[config.mk]
export PLATFORM = sky130hd
export DESIGN_NAME = seven_seg_scan_ctrl_flat
export DESIGN_NICKNAME = d
export VERILOG_FILES = /design/src/rtl/seven_seg_scan_ctrl_if.sv /design/src/rtl/seven_seg_scan_ctrl.sv /design/src/flat_wrapper.sv
export SDC_FILE = /design/constraint.sdc
export NUM_CORES = 1
export LEC_CHECK = 0
export BUFFER_PORTS_ARGS = -buffer_cell sky130_fd_sc_hd__buf_2
export CAP_MARGIN = 20
export CORE_ASPECT_RATIO = 1.75
export CORE_MARGIN = 2
export CORE_UTILIZATION = 40
export CTS_BUF_LIST = sky130_fd_sc_hd__clkbuf_4 sky130_fd_sc_hd__clkbuf_8
export DETAILED_ROUTE_END_ITERATION = 7
export PLACE_DENSITY = 0.62
export SLEW_MARGIN = 20
export SYNTH_ARGS = -nofsm -noshare
export SYNTH_HDL_FRONTEND = slang
export SYNTH_SLANG_ARGS = --single-unit
[constraint.sdc]
create_clock -name clk -period 2.64 [get_ports clk]
set_input_delay 0.396 -clock clk [delete_from_list [all_inputs] [get_ports clk]]
set_output_delay 0.396 -clock clk [all_outputs]
set_load 0.01 [all_outputs]
[src/rtl/seven_seg_scan_ctrl_if.sv]
// Value handshake and display pins of the seven-segment scan controller.
// The master drives enable/load/value; the slave returns ready and the segment/anode buses.
interface seven_seg_scan_ctrl_if #(
    parameter int NUM_DIGITS = 4
);
    logic                    enable;
    logic                    load;
    logic [4*NUM_DIGITS-1:0] value;
    logic                    ready;
    logic [6:0]              seg;
    logic [NUM_DIGITS-1:0]   an;

    modport master (output enable, load, value, input ready, seg, an);
    modport slave  (input enable, load, value, output ready, seg, an);
endinterface

[src/rtl/seven_seg_scan_ctrl.sv]
// Multiplexed BCD seven-segment scanner with a shadow value swapped only at frame boundaries.
// Latency: seg/an registered one cycle after the slot counters; optional SEVEN_SEG_LEADING_ZERO_BLANK_EN.
// Backpressure: ready drops after a capture and rises the cycle after the next frame boundary.
module seven_seg_scan_ctrl #(
    parameter int NUM_DIGITS   = 4,
    parameter int DWELL_CYCLES = 50000,
    parameter int BLANK_CYCLES = 500
) (
    input  logic                clk,
    input  logic                rst_n,
    seven_seg_scan_ctrl_if.slave bus
);
    localparam int CW = $clog2(DWELL_CYCLES);
    localparam int IW = $clog2(NUM_DIGITS);
    localparam logic [CW-1:0] CNT_LAST  = CW'(DWELL_CYCLES - 1);
    localparam logic [CW-1:0] CNT_BLANK = CW'(BLANK_CYCLES);
    localparam logic [IW-1:0] IDX_LAST  = IW'(NUM_DIGITS - 1);

    typedef enum logic {IDLE, SCAN} state_t;

    state_t                      state;
    logic [CW-1:0]               cnt;
    logic [IW-1:0]               idx;
    logic [NUM_DIGITS-1:0][3:0]  shadow;
    logic [NUM_DIGITS-1:0][3:0]  pending;
    logic                        ready;
    logic                        loaded;
    logic [6:0]                  seg;
    logic [NUM_DIGITS-1:0]       an;

    logic                        boundary;
    logic                        hide;
    logic [6:0]                  seg_nxt;
    logic [NUM_DIGITS-1:0]       an_nxt;

    function automatic logic [6:0] decode(input logic [3:0] d);
        case (d)
            4'd0:    decode = 7'b1000000;
            4'd1:    decode = 7'b1111001;
            4'd2:    decode = 7'b0100100;
            4'd3:    decode = 7'b0110000;
            4'd4:    decode = 7'b0011001;
            4'd5:    decode = 7'b0010010;
            4'd6:    decode = 7'b0000010;
            4'd7:    decode = 7'b1111000;
            4'd8:    decode = 7'b0000000;
            4'd9:    decode = 7'b0010000;
            default: decode = 7'b1111111;
        endcase
    endfunction

`ifdef SEVEN_SEG_LEADING_ZERO_BLANK_EN
    // lz[i]: digit i and every digit above it are zero; digit 0 is never suppressed
    logic [NUM_DIGITS-1:0] lz;
    always_comb begin
        logic above;
        above = 1'b1;
        lz    = '0;
        for (int i = NUM_DIGITS - 1; i > 0; i--) begin
            above = above && (shadow[i] == 4'h0);
            lz[i] = above;
        end
    end
`endif

    always_comb begin
        boundary = (state == IDLE) || (idx == IDX_LAST && cnt == CNT_LAST);
        hide     = 1'b0;
`ifdef SEVEN_SEG_LEADING_ZERO_BLANK_EN
        hide     = lz[idx];
`endif
        seg_nxt  = hide ? 7'b1111111 : decode(shadow[idx]);
        an_nxt   = '1;
        if (cnt >= CNT_BLANK && !hide)
            an_nxt[idx] = 1'b0;
    end

    always_ff @(posedge clk) begin
        if (!rst_n) begin
            state   <= IDLE;
            cnt     <= '0;
            idx     <= '0;
            shadow  <= {NUM_DIGITS{4'hF}};
            pending <= {NUM_DIGITS{4'hF}};
            ready   <= 1'b1;
            loaded  <= 1'b0;
            seg     <= 7'b1111111;
            an      <= '1;
        end else begin
            // ready low means pending holds a value captured on an earlier cycle
            if (bus.load && ready) begin
                pending <= bus.value;
                ready   <= 1'b0;
            end else if (!ready && boundary) begin
                shadow  <= pending;
                ready   <= 1'b1;
                loaded  <= 1'b1;
            end

            case (state)
                IDLE: begin
                    cnt <= '0;
                    idx <= '0;
                    if (bus.enable && loaded)
                        state <= SCAN;
                end
                SCAN: begin
                    if (!bus.enable) begin
                        state <= IDLE;
                        cnt   <= '0;
                        idx   <= '0;
                    end else if (cnt == CNT_LAST) begin
                        cnt <= '0;
                        idx <= (idx == IDX_LAST) ? '0 : idx + 1'b1;
                    end else begin
                        cnt <= cnt + 1'b1;
                    end
                end
                default: state <= IDLE;
            endcase

            if (state == SCAN && bus.enable) begin
                seg <= seg_nxt;
                an  <= an_nxt;
            end else begin
                seg <= 7'b1111111;
                an  <= '1;
            end
        end
    end

    assign bus.ready = ready;
    assign bus.seg   = seg;
    assign bus.an    = an;
endmodule

[src/flat_wrapper.sv]
// flat-port wrapper written by rule: the top's interface ports become plain ports
module seven_seg_scan_ctrl_flat 
#(
    parameter int NUM_DIGITS   = 4,
    parameter int DWELL_CYCLES = 50000,
    parameter int BLANK_CYCLES = 500
)
  (clk, rst_n, bus_enable, bus_load, bus_value, bus_ready, bus_seg, bus_an);
  seven_seg_scan_ctrl_if #(.NUM_DIGITS(NUM_DIGITS)) bus_i ();
  input  logic clk;
  input  logic rst_n;
  input wire logic [$bits(bus_i.enable)-1:0] bus_enable;
  input wire logic [$bits(bus_i.load)-1:0] bus_load;
  input wire logic [$bits(bus_i.value)-1:0] bus_value;
  output wire logic [$bits(bus_i.ready)-1:0] bus_ready;
  output wire logic [$bits(bus_i.seg)-1:0] bus_seg;
  output wire logic [$bits(bus_i.an)-1:0] bus_an;
  assign bus_i.enable = bus_enable;
  assign bus_i.load = bus_load;
  assign bus_i.value = bus_value;
  assign bus_ready = bus_i.ready;
  assign bus_seg = bus_i.seg;
  assign bus_an = bus_i.an;
  seven_seg_scan_ctrl #(.NUM_DIGITS(NUM_DIGITS), .DWELL_CYCLES(DWELL_CYCLES), .BLANK_CYCLES(BLANK_CYCLES)) u_core (.clk(clk), .rst_n(rst_n), .bus(bus_i));
endmodule
Word level (Yosys, flattened, before mapping)
Memory sizes are Yosys's and may differ from the RTL's. A register that Yosys moved wholly into a read port is not among the register bits.
Index checks and enable logic that the tools add are counted.
{"block": "totals", "mem_count": 1, "register_bits": 57, "romBits": 112, "elab_cells": 55}
{"name": "(no name shown)", "depth": 16, "word_bits": 7, "read_ports": 1, "rd_ports_with_merged_regs": 1, "wr": 0, "line": "seven_seg_scan_ctrl.sv:37", "rtl": "case (d)"}
{"block": "classes", "addsub": 2, "order_cmp": 3, "muxes": 16, "eq_ne": 3, "reduce_logical": 13, "n_bitwise": 3}
{"cell": "2-to-1 mux 16 bit", "count": 2}
{"cell": "one-hot mux 16 bit (2 select lines)", "count": 1}
{"cell": "adder 16 x 1 -> 16 bit (second input constant)", "count": 1}
{"cell": "equality test 16 bit (second input constant)", "count": 1}
{"cell": ">= comparator 16 x 9 -> 1 bit (second input constant)", "count": 1}
{"cell": "binary-select mux 4 bit (select 2 bit)", "count": 1}
{"cell": "logical AND 1 bit", "count": 6}
{"cell": "2-to-1 mux 2 bit", "count": 3}
{"cell": "2-to-1 mux 1 bit", "count": 5}
{"cell": "2-to-1 mux 4 bit", "count": 1}
{"cell": "NOT 4 bit", "count": 1}
{"cell": "one-hot mux 2 bit (2 select lines)", "count": 1}
{"cell": "AND reduction 2 bit", "count": 2}
{"cell": "less-than comparator 2 x 3 -> 1 bit (second input constant)", "count": 1}
{"cell": "inequality test 3 bit (second input constant)", "count": 1}
{"cell": "AND reduction 3 bit", "count": 1}
{"cell": "adder 2 x 1 -> 2 bit (second input constant)", "count": 1}
{"cell": "demux 1 bit (select 2 bit)", "count": 1}
{"cell": "equality test 2 bit (second input constant)", "count": 1}
{"cell": ">= comparator 2 x 1 -> 1 bit (second input constant)", "count": 1}
{"cell": "zero test 1 bit", "count": 2}
{"cell": "NOT 1 bit", "count": 2}
{"cell": "one-hot mux 1 bit (2 select lines)", "count": 1}
{"cell": "nonzero test 2 bit", "count": 1}
{"cell": "logical OR 1 bit", "count": 1}

Longest topological paths before layout
Gate-level depths: netlist (run 1).
{"block": "logic_depth", "ltp_word": 6, "ltp_mapped": 8}

Worst setup path before layout (run 1)
Ideal clock, no wire load.
{"block": "synth_timing", "path_kind": "reg-to-reg", "from": "register u_core.cnt[13]", "to": "register u_core.cnt[10]", "path_buffers": 1, "synth_period_minus_slack_ps": 1965, "stages_incl_launch_ff": 6, "arrival_time_ps": 1848, "path_slack_ps": 675, "required_time_ps": 2523, "setup_time_ps": 117, "cell_sequence": "dfxtp_1 > or4_4 > or4_4 > nand2_1 > buf_2 > nor2_1"}
{"block": "synth_via", "elab_chain_cells": 4}
{"element": "start, declared", "line": "seven_seg_scan_ctrl.sv:22", "rtl": "logic [CW-1:0] cnt;"}
{"element": "start signal, assigned", "line": "seven_seg_scan_ctrl.sv:116", "rtl": "cnt <= cnt + 1'b1;"}
{"element": "equality test 16 bit", "line": "seven_seg_scan_ctrl.sv:112", "rtl": "end else if (cnt == CNT_LAST) begin"}
{"element": "2-to-1 mux 16 bit", "line": "seven_seg_scan_ctrl.sv:112"}
{"element": "2-to-1 mux 16 bit", "line": "seven_seg_scan_ctrl.sv:108", "rtl": "if (!bus.enable) begin"}
{"element": "one-hot mux 16 bit (2 select lines)", "line": "seven_seg_scan_ctrl.sv:100", "rtl": "case (state)"}
No other way between the ends.
A chain may end at the register's enable or synchronous reset.

Worst setup path in the final report (run 1)
{"block": "layout_timing", "from": "register u_core.cnt[13]", "to": "register u_core.cnt[8]"}
Same word-level chain as after synthesis.

==> results of run 1 <==
## power breakdown
part | switching, W | internal (W)
registers | 0.0000224 | 0.000996
logic | 0.0000763 | 0.0000508
clock network | 0.000359 | 0.000380
## critical path: cells and delay by family (launching register included)
family / cells / cell delay [ns]
and+or+nand+nor: 4 / 1.69
DFF: 1 / 0.34
## metrics by stage
step	cell area [µm²]	cells	hold WS, ns	power [W]
2_1_floorplan	3160	365	0.438	0.00113
3_3_place_gp	3340	461	0.464	0.00116
3_5_place_dp	3340	461	0.463	0.00117
4_1_cts	3510	477	0.236	0.00192
5_1_grt	3510	477	0.259	0.00197
6_report	3510	477	0.248	0.00188
## layout by cell type (no fill, tap or decap), types with 2 or more instances in the layout
master / count
dfxtp_1: 64
nand2_1: 47
nor2_1: 32
buf_2: 31
nand3_1: 22
o31ai_1: 19
and3_1: 17
nand3b_1: 17
nor4bb_1: 16
nor3_1: 16
inv_1: 11
ha_1: 11
o21ai_0: 10
clkbuf_8: 10
a21oi_1: 6
xor2_1: 6
xnor2_1: 5
buf_4: 5
mux4_2: 4
nand4_1: 4
clkinv_2: 4
or4_1: 3
or4_4: 2
nand2b_1: 2
and4_1: 2
mux2i_1: 2
and2_1: 2
nor3b_1: 2
clkbuf_4: 2
## per-layer routing
metal  vias up  wire, µm  GRT usage (%)
li1       1333         -              -
met1      1221      2710           16.7
met2        53      3440           28.8
met3        13       187           3.23
met4         0       200           11.2
met5         -         0              0
## state kept, by name (all words and copies together), names as in the netlist, 2 cells and up
name,flops
u_core.cnt,16
u_core.pending,16
u_core.shadow,16
u_core.bus.seg,7
u_core.bus.an,4
u_core.idx,2
## cell families (layout without fill, tap and decap cells)
kind of cell,Yosys count,after routing
AND/OR/NAND/NOR,193,193
flip-flops,64,64
AO/OA/AOI/OAI,41,41
buffers and inverters,39,63
adder cells (fa/ha/maj),11,11
XOR/XNOR,11,11
multiplexers,6,6
## worst max-delay path by stage
stage	startpoint	to	slack [ns]	cells after the start
floorplan	u_core.cnt[13]	u_core.cnt[10]	0.68	5
CTS	u_core.cnt[13]	u_core.cnt[8]	0.47	4
detailed placement	u_core.cnt[13]	u_core.cnt[8]	0.47	4
global placement	u_core.cnt[13]	u_core.cnt[10]	0.52	4
finish	u_core.cnt[13]	u_core.cnt[8]	0.48	4
global route	u_core.cnt[13]	u_core.cnt[8]	0.39	4
## layout make-up
type | instances | area, µm² | share of cell area, %
Clock buffer | 12 | 153 | 4.35
Clock inverter | 4 | 20.0 | 0.570
Inverter | 11 | 41.3 | 1.18
Multi-Input combinational cell | 262 | 1710 | 48.8
Sequential cell | 64 | 1280 | 36.5
Tap cell | 88 | 110 | 3.14
Timing Repair Buffer | 36 | 193 | 5.49
==> summary.txt, run 1 <==
Critical path
  – Slowest-stage cell, CP: or4_4
  – Worst path most repeated cell: or4_4
  – Crit path largest cell delay: 0.59 ns
  – Launching point of the worst reg2reg path: u_core.cnt[13]
  – Crit Path Category: flip-flop to flip-flop
  – Crit end category: flip-flop
  – Worst endpoint data arrival time: 2.38 ns
  – CP Data Required Time: 2.86 ns
  – R2R cell count: 4
  – CP startpoint kind: flip-flop
  – Worst reg2reg setup slack: 0.48 ns
  – Critical R2R Capture: u_core.cnt[8]
  – Critical path, cell by cell: or4_4 -> or4_4 -> nand2_1 -> nor2_1
  – CP max FO: 15

Yosys
  – Post-synth EDFFs: 0
  – Asr flop ratio synth: 0%
  – Synthesized area: 3160 µm²
  – Post-synth top area share: 40.5%
  – Area share of fa/ha/maj cells after synthesis: 4.35%
  – Post-synthesis mux area share: 3.48%
  – Compound-cell area share of the yosys netlist: 8.54%
  – Post-Syn Nets: 396
  – Main combinational cell family by area after synthesis: simple AND/OR/NAND/NOR gates
  – XOR/XNOR share of the synthesized area: 3.05%
  – Ys flop type: dfxtp_1
  – Yosys top cell by area: dfxtp_1
  – Cell count after synthesis: 365
  – Sequential fraction of the synthesis area: 40.5%
  – Average size of a mapped cell: 8.67 µm²
  – Yosys reg bits: 64
  – Synth Area in Simple Gates: 34.7%
  – Top post-synthesis cells by area: dfxtp_1, nand2_1, nor4bb_1
  – Post-synth top cells: dfxtp_1, nand2_1, nor2_1
  – Synth unique cells: 45
  – Count leader, synth: dfxtp_1
  – YS warnings: 0

STA
  – Unrepaired setup endpoints after global routing: no
  – Tmin final: 2.16 ns
  – Final max-slew violation count: 0
  – Period utilization: 82.0%
  – Setup TNS: 0 ns
  – Worst-Margin Slew: 0.759 ns
  – Final Hold Viols: 0
  – Setup violations, final: 0
  – Setup WS post-layout: 0.476 ns
  – Clk_skew: 0.00900 ns
  – Fmax: 0.462 GHz
  – Rel. slew slack: 49.4%

Clocking
  – Root Buffer: clkbuf_8
  – CTS buffer count: 9
  – TritonCTS clock tree: yes
  – Post-CTS Setup Inserts: 0
  – Clock Tree Buf Depth: 2
  – Post-CTS sizing: 0
  – Worst skew pair latency: 0.35 ns
  – Hold_buf cts: 0
  – # clock sinks: 64
  – H-tree levels: 3
  – Clock slew at reported path FFs: 0.07 ns

Min path
  – WHS Path Cells: 3
  – Min-Delay Endpoint: u_core.pending[6]
  – Hold path start: bus_value[6]
  – Worst Hold Class: primary input to flip-flop

Pwr
  – Pwr/cell area: 537 nW/µm²
  – Worst IR Drop VDD: 0.287 mV
  – Lkg Pwr: 1.36 nW

Routing
  – DR vias: 2620
  – Residual DRC: 0
  – Antenna Nets Post-Route: 0
  – Via density: 5.49
  – Total wire length: 6540 µm
  – Drt initial violations: 134
  – First-pass iteration count of the detailed router: 5
  – Routed length per instance: 13.7 µm

Die
  – Die area: 8660 µm²
  – Core area: 7620 µm²
  – Die width: 71.2 µm
  – I/O pin cnt: 32
  – Std cell rows: 42
  – Initial core utilization: 41.5%
  – Die H: 122 µm

Global route
  – Antenna violations before repair: 0
  – Gr ovfl total: 0
  – GR Util All Layers: 16.2%
  – First-pass GRT wire length: 11200 µm
  – Largest net degree at the start of global routing: 67
  – Vias in the first global route: 2547

Place
  – GP Congestion: 0.749
  – Post-Place Setup Slack: 0.474 ns
  – Port bufs: 31
  – Post-DP HPWL: 4420 µm

Job
  – Max_cap viols: 0

Run status
  – Status: finished clean

Final layout
  – P&R area growth vs syn: 11.0%
  – Nets: 415
  – Final Core Density: 46.1%
  – Inserted Diodes: 0
  – Share of post-route cells with drive strength above 1: 16.5%
  – Filler Cell Count: 751
No activity file was read; power rests on OpenSTA's default activity.
==> run 2, diff against run 1 <==
clock period = 2.1 ns   (was 2.64 ns; I/O delays follow)
==> summary.txt, run 2 (same netlist as run 1, synthesis figures left out) <==
Die
  – I/O pin cnt: 32
  – Initial core utilization: 41.5%
  – Core area: 7620 µm²
  – Std cell rows: 42
  – Die H: 122 µm
  – Die area: 8660 µm²
  – Die width: 71.2 µm

Clocking
  – # clock sinks: 64
  – H-tree levels: 3
  – Post-CTS sizing: 0
  – Root Buffer: clkbuf_8
  – CTS buffer count: 9
  – TritonCTS clock tree: yes
  – Clock slew at reported path FFs: 0.07 ns
  – Clock Tree Buf Depth: 2
  – Worst skew pair latency: 0.35 ns

STA
  – WHS: 0.165 ns
  – Period utilization: 96.9%
  – Worst-Margin Slew: 0.571 ns
  – Fmax: 0.492 GHz
  – Unrepaired setup endpoints after global routing: no
  – Tmin final: 2.03 ns
  – Setup violations, final: 0
  – Rel. slew slack: 61.9%
  – Final max-slew violation count: 0
  – Final Hold Viols: 0
  – Setup TNS: 0 ns
  – Clk_skew: 0.00757 ns

Critical path
  – CP Data Required Time: 2.39 ns
  – Worst endpoint data arrival time: 2.33 ns
  – Crit Path Category: flip-flop to flip-flop
  – Crit end category: flip-flop
  – CP max FO: 5
  – CP startpoint kind: flip-flop

Place
  – GP Congestion: 0.816
  – Post-DP HPWL: 4590 µm
  – Port bufs: 31

Final layout
  – P&R area growth vs syn: 15.0%
  – Most common cell after layout, fill and taps aside: dfxtp_1
  – Inserted Diodes: 0
  – Most frequent cells in the layout: dfxtp_1, nand2_1, nor2_1
  – Biggest regs: u_core.cnt: 16 flops, u_core.pending: 16 flops, u_core.shadow: 16 flops
  – Share of post-route cells with drive strength above 1: 18.5%
  – Nets: 425

Routing
  – Antenna Nets Post-Route: 0
  – Drt initial violations: 112
  – Max Used Layer: met4
  – Routed length on met3: 150 µm
  – Total wire length: 6580 µm
  – Via density: 5.37
  – Met2 routed WL: 3490 µm
  – Routed length on met1: 2740 µm
  – Routed length per instance: 13.5 µm
  – DR vias: 2616
  – First-pass iteration count of the detailed router: 6
  – Residual DRC: 0

Pwr
  – Lkg Pwr: 1.42 nW
  – P_sw: 0.000587 W
  – Pwr/cell area: 671 nW/µm²
  – Combinational fraction of design power: 6.8%
  – Sequential share of power: 52.5%
  – P_int: 0.00185 W
  – Power, Total: 0.00244 W
  – Switching Fraction: 24.0%
  – Clock Power Share: 40.7%
  – Worst IR Drop VDD: 0.376 mV

Global route
  – GR Util All Layers: 16.8%
  – Antenna violations before repair: 0
  – Gr ovfl total: 0
  – First-pass GRT wire length: 11600 µm
  – Vias in the first global route: 2519
  – Largest net degree at the start of global routing: 55

Job
  – Max_cap viols: 0

Run status
  – Status: finished clean

Min path
  – Worst Hold Class: primary input to flip-flop
## run 2: cell count changes in the layout (fill, tap and decap cells not counted), sizes merged
cell	delta
clkbuf	+1
clkinv	-1
buf	+10
## run 2: worst paths after layout
kind | from | to | cells past startpoint | slack [ns]
setup / recovery | u_core.cnt[15] | u_core.idx[0] | 4 | 0.07
hold / removal | bus_value[8] | u_core.pending[8] | 3 | 0.17
hold reg to reg | u_core.cnt[0] | u_core.cnt[0] | 1 | 0.48
setup reg to reg | u_core.cnt[15] | u_core.idx[0] | 4 | 0.07
## run 2: final cells by class
cell class,count,area (µm²)
Clock inverter,3,15.0
Timing Repair Buffer,46,305
Tap cell,88,110
Clock buffer,13,173
Inverter,11,41.3
Fill cell,749,3980
Sequential cell,64,1280
Multi-Input combinational cell,262,1710
## run 2: worst max-delay path, cell delays in order (launching register included)
cell and delay, ns:
dfxtp_1 0.36, or4bb_4 0.56, or4_4 0.58, or3_1 0.34, a21oi_2 0.13
## run 2: power groups by stage
stage / clock network (W) / registers, W / logic (W)
after global routing: 0.00107 / 0.00129 / 0.000188
after CTS: 0.00102 / 0.00128 / 0.000168
after detailed placement: 0 / 0.00131 / 0.000167
after global placement: 0 / 0.00131 / 0.000163
final: 0.000993 / 0.00128 / 0.000165
after floorplan: 0 / 0.00130 / 0.000122
## run 2: stage by stage
stage	area [µm²]	utilization (%)	std cells	worst slack, ns
after global placement	3440	45.2	470	0.0963
after detailed placement	3440	45.2	470	0.0754
after global routing	3640	47.7	487	0.00704
after floorplan	3160	-	365	0.135
final	3640	47.7	487	0.0658
after CTS	3630	47.6	486	0.0600
## run 2: routing by layer
layer | up-vias | GRT usage, %
met5 | - | 0
met2 | 35 | 30.2
li1 | 1354 | -
met3 | 12 | 2.15
met4 | 0 | 10.6
met1 | 1215 | 18.2
## run 2: timing repair
item,CTS,global route
hold buffers,0,0
setup endpoints to repair,0,1
buffers inserted,0,1
==> run 3, diff against run 2 <==
PLACE_DENSITY = 0.61   (was 0.62)
==> summary.txt, run 3 (same netlist as run 1, synthesis figures left out) <==
Run status
  – Status: finished clean

Pwr
  – Sequential share of power: 52.8%
  – Clock Power Share: 40.5%
  – P_sw: 0.000567 W
  – P_int: 0.00186 W
  – Pwr/cell area: 676 nW/µm²
  – Lkg Pwr: 1.39 nW
  – Switching Fraction: 23.4%
  – Combinational fraction of design power: 6.7%
  – Worst IR Drop VDD: 0.386 mV
  – Power, Total: 0.00243 W

Min path
  – Worst Hold Class: primary input to flip-flop

Final layout
  – Most frequent cells in the layout: dfxtp_1, nand2_1, nor2_1
  – Most common cell after layout, fill and taps aside: dfxtp_1
  – Share of post-route cells with drive strength above 1: 17.1%
  – Biggest regs: u_core.cnt: 16 flops, u_core.pending: 16 flops, u_core.shadow: 16 flops
  – Inserted Diodes: 0
  – Nets: 420
  – P&R area growth vs syn: 13.6%

Clocking
  – CTS buffer count: 9
  – Clock slew at reported path FFs: 0.07 ns
  – # clock sinks: 64
  – Post-CTS sizing: 0
  – TritonCTS clock tree: yes
  – Root Buffer: clkbuf_8
  – Worst skew pair latency: 0.35 ns
  – H-tree levels: 3
  – Clock Tree Buf Depth: 2
  – Post-CTS Setup Inserts: 0
  – Hold_buf cts: 0

STA
  – Tmin final: 2.04 ns
  – Setup violations, final: 0
  – Unrepaired setup endpoints after global routing: no
  – Setup TNS: 0 ns
  – WHS: 0.171 ns
  – Final max-slew violation count: 0
  – Worst-Margin Slew: 0.551 ns
  – Period utilization: 97.3%
  – Rel. slew slack: 63.3%
  – Setup WS post-layout: 0.0565 ns
  – Final Hold Viols: 0
  – Fmax: 0.489 GHz
  – Clk_skew: 0.00823 ns

Routing
  – Total wire length: 6410 µm
  – DR vias: 2602
  – Drt initial violations: 118
  – First-pass iteration count of the detailed router: 4
  – Via density: 5.42
  – Antenna Nets Post-Route: 0
  – Routed length per instance: 13.4 µm
  – Residual DRC: 0

Die
  – Core area: 7620 µm²
  – Die width: 71.2 µm
  – Die H: 122 µm
  – I/O pin cnt: 32
  – Die area: 8660 µm²
  – Initial core utilization: 41.5%
  – Std cell rows: 42

Global route
  – Gr ovfl total: 0
  – GR Util All Layers: 16.4%
  – Vias in the first global route: 2449
  – First-pass GRT wire length: 11200 µm
  – Largest net degree at the start of global routing: 56
  – Antenna violations before repair: 0

Critical path
  – Crit end category: flip-flop
  – CP startpoint kind: flip-flop
  – CP Data Required Time: 2.38 ns
  – Last element of the critical path: u_core.idx[0]
  – Worst reg2reg setup slack: 0.06 ns
  – R2R cell count: 4
  – Worst endpoint data arrival time: 2.33 ns
  – Critical R2R Capture: u_core.idx[0]
  – Crit Path Category: flip-flop to flip-flop
  – Launching point of the worst reg2reg path: u_core.cnt[13]
  – Setup crit start: u_core.cnt[13]
  – CP max FO: 5

Job
  – Max_cap viols: 0

Place
  – Port bufs: 31
  – Post-DP HPWL: 4510 µm
  – GP Congestion: 0.862
  – Post-Place Setup Slack: 0.0746 ns
run 3: worst max-delay path: stages, from the launching register on:
cell	delay [ns]
dfxtp_1	0.34
or4_4	0.57
or4_4	0.59
or3_1	0.34
a21oi_2	0.13
run 3: area by class of cell:
cell class | instances | area, µm²
sequential | 64 | 1280
clock buffer | 14 | 180
inverter | 11 | 41.3
fill | 747 | 4030
timing repair buffer | 41 | 268
tap | 88 | 110
multi-input combinational | 262 | 1710
run 3: layer usage:
metal	vias to the layer above	routed length [µm]	GRT usage, %
met5	-	0	0
met1	1212	2550	17.5
met4	0	144	8.14
met3	9	218	3.80
li1	1337	-	-
met2	44	3500	29.6
run 3: power by group through the flow:
| stage | logic (W) | clock network [W] | registers, W |
|---|---|---|---|
| global placement | 0.000163 | 0 | 0.00131 |
| global route | 0.000188 | 0.00105 | 0.00129 |
| CTS | 0.000166 | 0.00101 | 0.00128 |
| finish | 0.000163 | 0.000982 | 0.00128 |
| detailed placement | 0.000166 | 0 | 0.00131 |
| floorplan | 0.000122 | 0 | 0.00130 |
run 3: worst min-delay path by stage:
stage | start | end | cells after the start
after floorplan | u_core.cnt[0] | u_core.cnt[0] | 1
after global placement | u_core.cnt[0] | u_core.cnt[0] | 1
after detailed placement | u_core.cnt[0] | u_core.cnt[0] | 1
after CTS | bus_value[6] | u_core.pending[6] | 3
after global routing | bus_value[2] | u_core.pending[2] | 3
final | bus_value[6] | u_core.pending[6] | 3
run 3: metrics by stage:
stage,instances,instance area [µm²],utilization (%)
2_1_floorplan,365,3160,-
3_3_place_gp,466,3410,44.8
3_5_place_dp,466,3410,44.8
4_1_cts,480,3590,47.1
5_1_grt,480,3590,47.1
6_report,480,3590,47.1
